$ cat src/rtl/mul_para_a_arb_pkg.sv
// Shared definitions for the two-requester multiplier front end.
//   DEF_DW_IN / DEF_DW_OUT : default operand / product widths
//   ID_W                   : width of the requester id carried with each operand
//   pri_t                  : round-robin pointer (which requester wins a tie)
package mul_para_a_arb_pkg;

    localparam int DEF_DW_IN  = 16;
    localparam int DEF_DW_OUT = 23;
    localparam int ID_W       = 1;

    typedef logic [ID_W-1:0] req_id_t;

    localparam req_id_t REQ0_ID = req_id_t'(0);
    localparam req_id_t REQ1_ID = req_id_t'(1);

    typedef enum logic {
        PRI0 = 1'b0,
        PRI1 = 1'b1
    } pri_t;

endpackage : mul_para_a_arb_pkg

$ cat src/rtl/mul_arb_tag_pipe.sv
// Valid + requester-id delay line that travels alongside each operand through
// the external multiplier, so the product can be steered back to its owner.
//   clk, rst_n  : clock, asynchronous active-low reset
//   in_valid    : an operand is issued this cycle
//   in_id       : requester that owns the issued operand
//   out_valid   : tag leaving the last stage (aligned with the product)
//   out_id      : owner of that product
//   any_valid   : OR of every stage valid bit
module mul_arb_tag_pipe
    import mul_para_a_arb_pkg::*;
#(
    parameter int DEPTH = 4
) (
    input  logic    clk,
    input  logic    rst_n,
    input  logic    in_valid,
    input  req_id_t in_id,
    output logic    out_valid,
    output req_id_t out_id,
    output logic    any_valid
);

    logic [DEPTH-1:0] valid_q;
    req_id_t          id_q [DEPTH];

    // NOTE: sequential state always uses non-blocking assignments so every
    // stage samples the previous stage's old value on the same edge.
    always_ff @(posedge clk or negedge rst_n) begin
        if (!rst_n) begin
            valid_q <= '0;
        end else begin
            valid_q[0] <= in_valid;
            for (int i = 1; i < DEPTH; i++) begin
                valid_q[i] <= valid_q[i-1];
            end
        end
    end

    // NOTE: only the valid bits need reset; the id payload is never looked
    // at while its valid is low, so it is left as plain unreset storage.
    always_ff @(posedge clk) begin
        id_q[0] <= in_id;
        for (int i = 1; i < DEPTH; i++) begin
            id_q[i] <= id_q[i-1];
        end
    end

    assign out_valid = valid_q[DEPTH-1];
    assign out_id    = id_q[DEPTH-1];
    assign any_valid = |valid_q;

endmodule : mul_arb_tag_pipe

$ cat src/rtl/mul_para_a_arb.sv
// Round-robin arbiter sharing one external pipelined constant multiplier
// between two requesters. The granted operand is registered onto mul_a, its
// owner id rides a tag pipeline, and the product is registered back to the
// owner as a single-cycle response pulse MUL_LAT+2 cycles after acceptance.
//   clk, rst_n                  : clock, asynchronous active-low reset
//   reqN_valid/data/ready       : operand handshake for requester N (0/1)
//   mul_a                       : registered operand to the multiplier
//   mul_p                       : product, valid MUL_LAT cycles after mul_a
//   rspN_valid/data             : response pulse and held product for N
//   busy                        : any operand still awaiting its response
module mul_para_a_arb
    import mul_para_a_arb_pkg::*;
#(
    parameter int MUL_LAT = 3,
    parameter int DW_IN   = DEF_DW_IN,
    parameter int DW_OUT  = DEF_DW_OUT
) (
    input  logic              clk,
    input  logic              rst_n,
    input  logic              req0_valid,
    input  logic [DW_IN-1:0]  req0_data,
    output logic              req0_ready,
    input  logic              req1_valid,
    input  logic [DW_IN-1:0]  req1_data,
    output logic              req1_ready,
    output logic [DW_IN-1:0]  mul_a,
    input  logic [DW_OUT-1:0] mul_p,
    output logic              rsp0_valid,
    output logic [DW_OUT-1:0] rsp0_data,
    output logic              rsp1_valid,
    output logic [DW_OUT-1:0] rsp1_data,
    output logic              busy
);

    pri_t    pri_q;
    pri_t    pri_d;
    logic    gnt0;
    logic    gnt1;
    logic    issue;
    req_id_t issue_id;
    logic    tag_valid;
    req_id_t tag_id;
    logic    tag_any;

    // Grant logic. Ready is gated by rst_n so nothing is accepted while the
    // block is held in reset. A lone requester always wins; on a tie the
    // pointer decides.
    // NOTE: every always_comb output gets a default first so no path leaves
    // it unassigned and infers a latch.
    always_comb begin
        gnt0  = 1'b0;
        gnt1  = 1'b0;
        pri_d = pri_q;
        if (rst_n) begin
            if (req0_valid && (!req1_valid || pri_q == PRI0)) begin
                gnt0 = 1'b1;
            end else if (req1_valid) begin
                gnt1 = 1'b1;
            end
        end
        if (gnt0) begin
            pri_d = PRI1;
        end else if (gnt1) begin
            pri_d = PRI0;
        end
    end

    assign req0_ready = gnt0;
    assign req1_ready = gnt1;
    assign issue      = gnt0 | gnt1;
    assign issue_id   = gnt1 ? REQ1_ID : REQ0_ID;

    always_ff @(posedge clk or negedge rst_n) begin
        if (!rst_n) begin
            pri_q <= PRI0;
            mul_a <= '0;
        end else begin
            pri_q <= pri_d;
            if (gnt0) begin
                mul_a <= req0_data;
            end else if (gnt1) begin
                mul_a <= req1_data;
            end
        end
    end

    // Depth MUL_LAT+1: one stage for the mul_a register plus MUL_LAT for the
    // multiplier, so out_valid lines up with the product on mul_p.
    mul_arb_tag_pipe #(
        .DEPTH (MUL_LAT + 1)
    ) u_tag_pipe (
        .clk       (clk),
        .rst_n     (rst_n),
        .in_valid  (issue),
        .in_id     (issue_id),
        .out_valid (tag_valid),
        .out_id    (tag_id),
        .any_valid (tag_any)
    );

    // Response register: steer the product to its owner; data holds between
    // pulses.
    always_ff @(posedge clk or negedge rst_n) begin
        if (!rst_n) begin
            rsp0_valid <= 1'b0;
            rsp1_valid <= 1'b0;
            rsp0_data  <= '0;
            rsp1_data  <= '0;
        end else begin
            rsp0_valid <= tag_valid && (tag_id == REQ0_ID);
            rsp1_valid <= tag_valid && (tag_id == REQ1_ID);
            if (tag_valid && (tag_id == REQ0_ID)) begin
                rsp0_data <= mul_p;
            end
            if (tag_valid && (tag_id == REQ1_ID)) begin
                rsp1_data <= mul_p;
            end
        end
    end

    // The response register acts as the final tag stage.
    assign busy = tag_any | rsp0_valid | rsp1_valid;

endmodule : mul_para_a_arb

$ cat config.mk
export PLATFORM = sky130hd
export DESIGN_NAME = mul_para_a_arb
export DESIGN_NICKNAME = d
export VERILOG_FILES = /design/src/rtl/mul_para_a_arb_pkg.sv /design/src/rtl/mul_arb_tag_pipe.sv /design/src/rtl/mul_para_a_arb.sv
export SDC_FILE = /design/constraint.sdc
export NUM_CORES = 1
export LEC_CHECK = 0
export BUFFER_PORTS_ARGS = -buffer_cell sky130_fd_sc_hd__clkbuf_2
export CAP_MARGIN = 10
export CORE_ASPECT_RATIO = 1.75
export CORE_UTILIZATION = 47
export CTS_BUF_LIST = sky130_fd_sc_hd__clkbuf_16
export DETAILED_ROUTE_END_ITERATION = 8
export PLACE_DENSITY = 0.77
export SLEW_MARGIN = 15
export SYNTH_ARGS = -nofsm -noshare
export SYNTH_HDL_FRONTEND = slang
export SYNTH_SLANG_ARGS = --single-unit
$ cat constraint.sdc
create_clock -name clk -period 1.5 [get_ports clk]
set_clock_uncertainty 0.05 [all_clocks]
set_input_delay 0.075 -clock clk [delete_from_list [all_inputs] [get_ports clk]]
set_output_delay 0.075 -clock clk [all_outputs]
set_load 0.02 [all_outputs]
==> results of run 1 <==
## cell families after synthesis
logic type	count (synthesis)
compound gates	1
buf+inv	10
flops	73
mux	78
simple gates	11
## where the power goes
group          total [µW]  internal, µW  switching (µW)  leakage, µW
sequential           2590          2370             216     0.000844
clock                1850          1100             751     0.000128
combinational        1740           812             929      0.00119
total                6180          4280            1900      0.00216
## cell usage in the layout (no fill, tap or decap), types with 2 or more instances in the layout
cell             n
mux2_4          14
inv_1            3
dlygate4sd3_1   41
nand2_1          6
clkinv_2         2
clkbuf_16        9
buf_12           3
dfxtp_1          4
clkbuf_2       124
dfrtp_1         69
clkinv_1         3
mux2_2          64
buf_4            5
## sequential cells by signal, summed over array words and instances (netlist names)
name and flops:
mul_a 16, pri_q 1, rsp0_data 23, rsp0_valid 1, rsp1_data 23, rsp1_valid 1, u_tag_pipe.id_q 4, u_tag_pipe.valid_q 4
## layer usage
| metal | wire length [µm] | GRT usage |
|---|---|---|
| met1 | 2411 | 0.2362 |
| met5 | 0 | 0 |
| met3 | 298 | 0.04827 |
| met4 | 140 | 0.1104 |
| met2 | 3674 | 0.3948 |
## path summary, 6_finish.rpt
check                                     end  slack [ns]
setup reg to reg                rsp0_data[17]        0.24
setup / recovery                   req0_ready        0.09
hold / removal                       mul_a[1]        0.06
max in group asynchronous       rsp1_data[13]        0.48
hold reg to reg            u_tag_pipe.id_q[3]        0.29
min in group asynchronous            mul_a[1]        0.31
## worst max-delay path: cells and delay by family, from the launching register on
family / cells / cell delay, ns
flip-flops: 1 / 0.39
buffers and inverters: 3 / 0.38
AND/OR/NAND/NOR: 2 / 0.18
## area by class of cell
cell class | count | area share
Tap cell | 78 | 0.02264
Timing Repair Buffer | 174 | 0.2630
Clock buffer | 9 | 0.05225
Sequential cell | 73 | 0.4192
Inverter | 3 | 0.002612
Clock inverter | 7 | 0.008708
Multi-Input combinational cell | 90 | 0.2316
## metrics by stage
stage	util	instances
floorplan	-	173
CTS	0.7331	434
global placement	0.6186	377
detailed placement	0.6186	377
finish	0.7331	434
global route	0.7331	434
## timing repair
action                                 4_1_cts  5_1_grt
endpoints found under the hold margin      132        0
gates resized for setup                      0        0
hold buffers                                41        0
==> impl_metrics.json, run 1 <==
{
  "grtUsageTotal": 0.2232,
  "setup_viol": 0,
  "final_nets": 410,
  "cp-end-kind": "output pin",
  "synthSimpleGateAreaFrac": 0.02102,
  "ys_top_cells_by_count": "dfrtp_1, mux2_2, mux2_4",
  "wire_per_inst_um": 15.03,
  "grt_pass1_vias": 2224,
  "ys_seq_area_frac": 0.6322,
  "yosysTopAreaCellShare": 0.6042,
  "vias_per_cell": 4.813,
  "yosys.area.top_type": "dfrtp_1",
  "r2r-start": "u_tag_pipe.valid_q[3]",
  "ant_nets": 0,
  "fillers": 408,
  "post_dp_cell_area_um2": 3637,
  "hp-start": "req1_data[1]",
  "max-vdd-ir-drop_v": 0.0009074,
  "start_util": 0.4861,
  "period_share": 0.9367,
  "synthAdderAreaFrac": 0,
  "worstSetupStartpointType": "register",
  "synth-compound-area-share": 0.001751,
  "antenna_cells": 0,
  "die_w_um": 60.95,
  "fin_area_um2": 4310,
  "core_area_um2": 5879,
  "grt_setup_unrepaired": "no",
  "drive_gt1_frac": 0.6376,
  "dpl.hpwl_mm": 4.338,
  "io_buffer_count": 125,
  "ys_ff_latch": 73,
  "rows": 37,
  "slowest_delay_ns": 0.39,
  "wirelength_mm": 6.524,
  "worst_hold_slack_ns": 0.05903,
  "cp_max_fo": 19,
  "worstHoldPathType": "in -> reg",
  "post_cts_buffers": 0,
  "setup_tns_ns": 0,
  "timing.critical_path.from": "pri_q",
  "max_slew.worst_pin.slew_ns": 0.6438,
  "clk_pin_slew_worst_paths_ns": 0.05,
  "die_h_um": 105.2,
  "holdPathStages": 3,
  "cpMaxStageDelayCell": "dfrtp_1",
  "path_cells": "nand2_1 -> nand3_2 -> buf_12 -> inv_1 -> clkbuf_2",
  "first_pass_iters": 4,
  "grt_antenna_before_repair": 0,
  "clock.fmax_ghz": 0.7117,
  "synth_edf_count": 0,
  "die_area_um2": 6408,
  "multi_input_area_um2": 998.5,
  "ys.flop_type": "dfrtp_1",
  "synth_xor_area_frac": 0,
  "reg2regPathDepth": 3,
  "setup_slack_ns": 0.09494,
  "fin_crit_ns": 1.405,
  "grt_pass1_wl_mm": 10.29,
  "drc": 0,
  "seqCellArea_um2": 1807,
  "finalPower_uw": 6178,
  "cts.sinks": 73,
  "arrival_ns": 1.28,
  "vias": 2089,
  "overflow": 0,
  "synth_cells": 173,
  "syn_avg_cell_area_um2": 16.52,
  "synthTopCellsByArea": "dfrtp_1, mux2_2, mux2_4, dfxtp_1, buf_2",
  "clock_path_buffers": 2,
  "ys_warn_count": 0,
  "cts_tree": "built",
  "area.growth.synth_to_final_pct": 50.83,
  "cts_made_buffers": 9,
  "h-tree-depth": 3,
  "outcome": "complete, no violations",
  "pre_cts_ws_ns": 0.2326,
  "drv_cap": 0,
  "cts-root-buf": "clkbuf_16",
  "syn_nets": 232,
  "synthMuxAreaShare": 0.3257,
  "synth_cell_types": 15,
  "hold_violations": 0,
  "syn_area_um2": 2858,
  "insertion_delay_ns": 0.32,
  "power.leakage_uw": 0.002159,
  "synthMostInstantiatedCell": "dfrtp_1",
  "gp_congestion": 0.7668,
  "grt_start_max_net_pins": 53,
  "drv_slew": 0,
  "synthArstFlopShare": 0.9452,
  "power_density_nw_per_um2": 1433,
  "critical_path_class": "reg -> out",
  "synth_top_family_by_area": "multiplexers",
  "required_ns": 1.37,
  "maxSlewHeadroom": 0.5708,
  "drtIter0Drc": 57,
  "pin_count": 126
}
No activity file was read; power rests on OpenSTA's default activity.
==> run 2: changes to the inputs <==
--- a/config.mk
+++ b/config.mk
@@ -12,6 +12,7 @@
 export CTS_BUF_LIST = sky130_fd_sc_hd__clkbuf_16
 export DETAILED_ROUTE_END_ITERATION = 8
 export PLACE_DENSITY = 0.77
+export RECOVER_POWER = 100
 export SLEW_MARGIN = 15
 export SYNTH_ARGS = -nofsm -noshare
 export SYNTH_HDL_FRONTEND = slang
==> impl_metrics.json, run 2 (synthesized netlist as in run 1, its figures left out) <==
{
  "p_sw_frac": 0.3142,
  "grt_setup_unrepaired": "no",
  "holdPathStages": 3,
  "required_ns": 1.37,
  "hold_violations": 0,
  "h-tree-depth": 3,
  "gp_congestion": 0.7668,
  "regToRegSetupSlack_ns": 0.11,
  "path_cells": "nand2_1 -> nand3_2 -> buf_12 -> inv_1 -> clkbuf_2",
  "pre_cts_ws_ns": 0.2326,
  "grt_pass1_wl_mm": 10.29,
  "fillers": 463,
  "setup_slack_ns": 0.1015,
  "reg2regPathDepth": 3,
  "setup_tns_ns": 0,
  "grt_start_max_net_pins": 53,
  "worstSetupStartpointType": "register",
  "cp-end-kind": "output pin",
  "wire_per_inst_um": 15.28,
  "timing.rr.end": "rsp0_data[14]",
  "drv_slew": 0,
  "outcome": "complete, no violations",
  "crit_buf_inv": 3,
  "drv_cap": 0,
  "start_util": 0.4861,
  "period_share": 0.9323,
  "grt_use_met1": 0.2362,
  "final_common_cell": "dfrtp_1",
  "first_pass_iters": 4,
  "drive_gt1_frac": 0.4242,
  "die_w_um": 60.95,
  "cp_max_fo": 19,
  "post_dp_cell_area_um2": 3637,
  "final_nets": 410,
  "wirelength_mm": 6.633,
  "power_density_nw_per_um2": 1447,
  "p_comb_frac": 0.265,
  "io_buffer_count": 125,
  "slowest_delay_ns": 0.39,
  "grt_antenna_before_repair": 0,
  "met2_usage": 0.3948,
  "cpMaxStageDelayCell": "dfrtp_1",
  "clk_pin_slew_worst_paths_ns": 0.06,
  "insertion_delay_ns": 0.32,
  "fin_area_um2": 4174,
  "cts.sinks": 73,
  "ant_nets": 0,
  "area.growth.synth_to_final_pct": 46.06,
  "p_seq_frac": 0.428,
  "drc": 0,
  "rows": 37,
  "dpl.hpwl_mm": 4.338,
  "antenna_cells": 0,
  "vias_per_cell": 4.797,
  "arrival_ns": 1.27,
  "die_h_um": 105.2,
  "power.leakage_uw": 0.001915,
  "maxSlewHeadroom": 0.4036,
  "crit_family": "flip-flops",
  "vias": 2082,
  "critical_path_class": "reg -> out",
  "grtUsageTotal": 0.2232,
  "overflow": 0,
  "largest_registers": "rsp0_data (23), rsp1_data (23), mul_a (16)",
  "r2r-start": "u_tag_pipe.valid_q[3]",
  "die_area_um2": 6408,
  "max_slew.worst_pin.slew_ns": 0.8946,
  "mostFrequentLayoutCells": "dfrtp_1, clkbuf_1, mux2_2",
  "worstHoldPathType": "in -> reg",
  "grt_busiest_layer": "met2",
  "drtIter0Drc": 54,
  "setup_viol": 0,
  "pin_count": 126,
  "clock_path_buffers": 2,
  "clkPwrFrac": 0.306,
  "net-switching-power_uw": 1898,
  "grt_pass1_vias": 2224,
  "post_cts_buffers": 0,
  "internal_power_uw": 4142,
  "hp-start": "req1_data[0]",
  "fin_crit_ns": 1.398,
  "clock.fmax_ghz": 0.7151,
  "core_area_um2": 5879,
  "cts_tree": "built",
  "met3_usage": 0.04827,
  "cts-root-buf": "clkbuf_16",
  "max-vdd-ir-drop_v": 0.0008962,
  "worstHoldEndpoint": "mul_a[0]",
  "cts_made_buffers": 9
}
-- run 2: timing repair --
item	in CTS	in global routing
resized for setup	0	0
endpoints found under the hold margin	132	0
hold buffers	41	0
-- run 2: layer usage --
metal / wire (µm) / up-vias
met5: 0 / -
met4: 139 / 0
met3: 317 / 11
met2: 3694 / 92
met1: 2482 / 1016
li1: - / 963
-- run 2: stage by stage --
step	util	cells	total power, µW	hold slack (ns)
floorplan	-	173	3618	-0.2706
finish	0.7099	434	6040	0.04475
global route	0.7099	434	6351	0.05136
CTS	0.7331	434	6230	0.04782
global placement	0.6186	377	4220	0.06702
detailed placement	0.6186	377	4277	0.07711
-- run 2: power by group through the flow --
stage | clock (µW) | sequential (µW) | combinational (µW)
floorplan | 0 | 3070 | 543
global placement | 0 | 2600 | 1620
detailed placement | 0 | 2620 | 1660
CTS | 1900 | 2580 | 1750
global route | 1990 | 2640 | 1730
finish | 1850 | 2590 | 1600
-- run 2: tightest hold or removal path: stages --
cell and delay [ns]:
clkbuf_2 0.07, mux2_4 0.12, mux2_1 0.11
-- run 2: area by class of cell --
cell class	count	area, µm²	area share
sequential	73	1807	0.4329
timing repair buffer	174	1026	0.2458
multi-input combinational	90	969.7	0.2323
clock buffer	9	225.2	0.05396
tap	78	97.59	0.02338
clock inverter	7	37.54	0.008993
inverter	3	11.26	0.002698
-- run 2: worst max-delay path by stage --
stage / from / endpoint / slack (ns) / depth (start not counted)
after floorplan: pri_q / mul_a[0] / 0.18 / 4
after detailed placement: u_tag_pipe.valid_q[3] / rsp0_data[17] / 0.23 / 3
final: pri_q / req0_ready / 0.10 / 5
after global placement: rst_n / mul_a[7] / 0.25 / 4
after CTS: pri_q / req0_ready / 0.08 / 5
after global routing: u_tag_pipe.valid_q[3] / rsp0_data[20] / 0.02 / 3
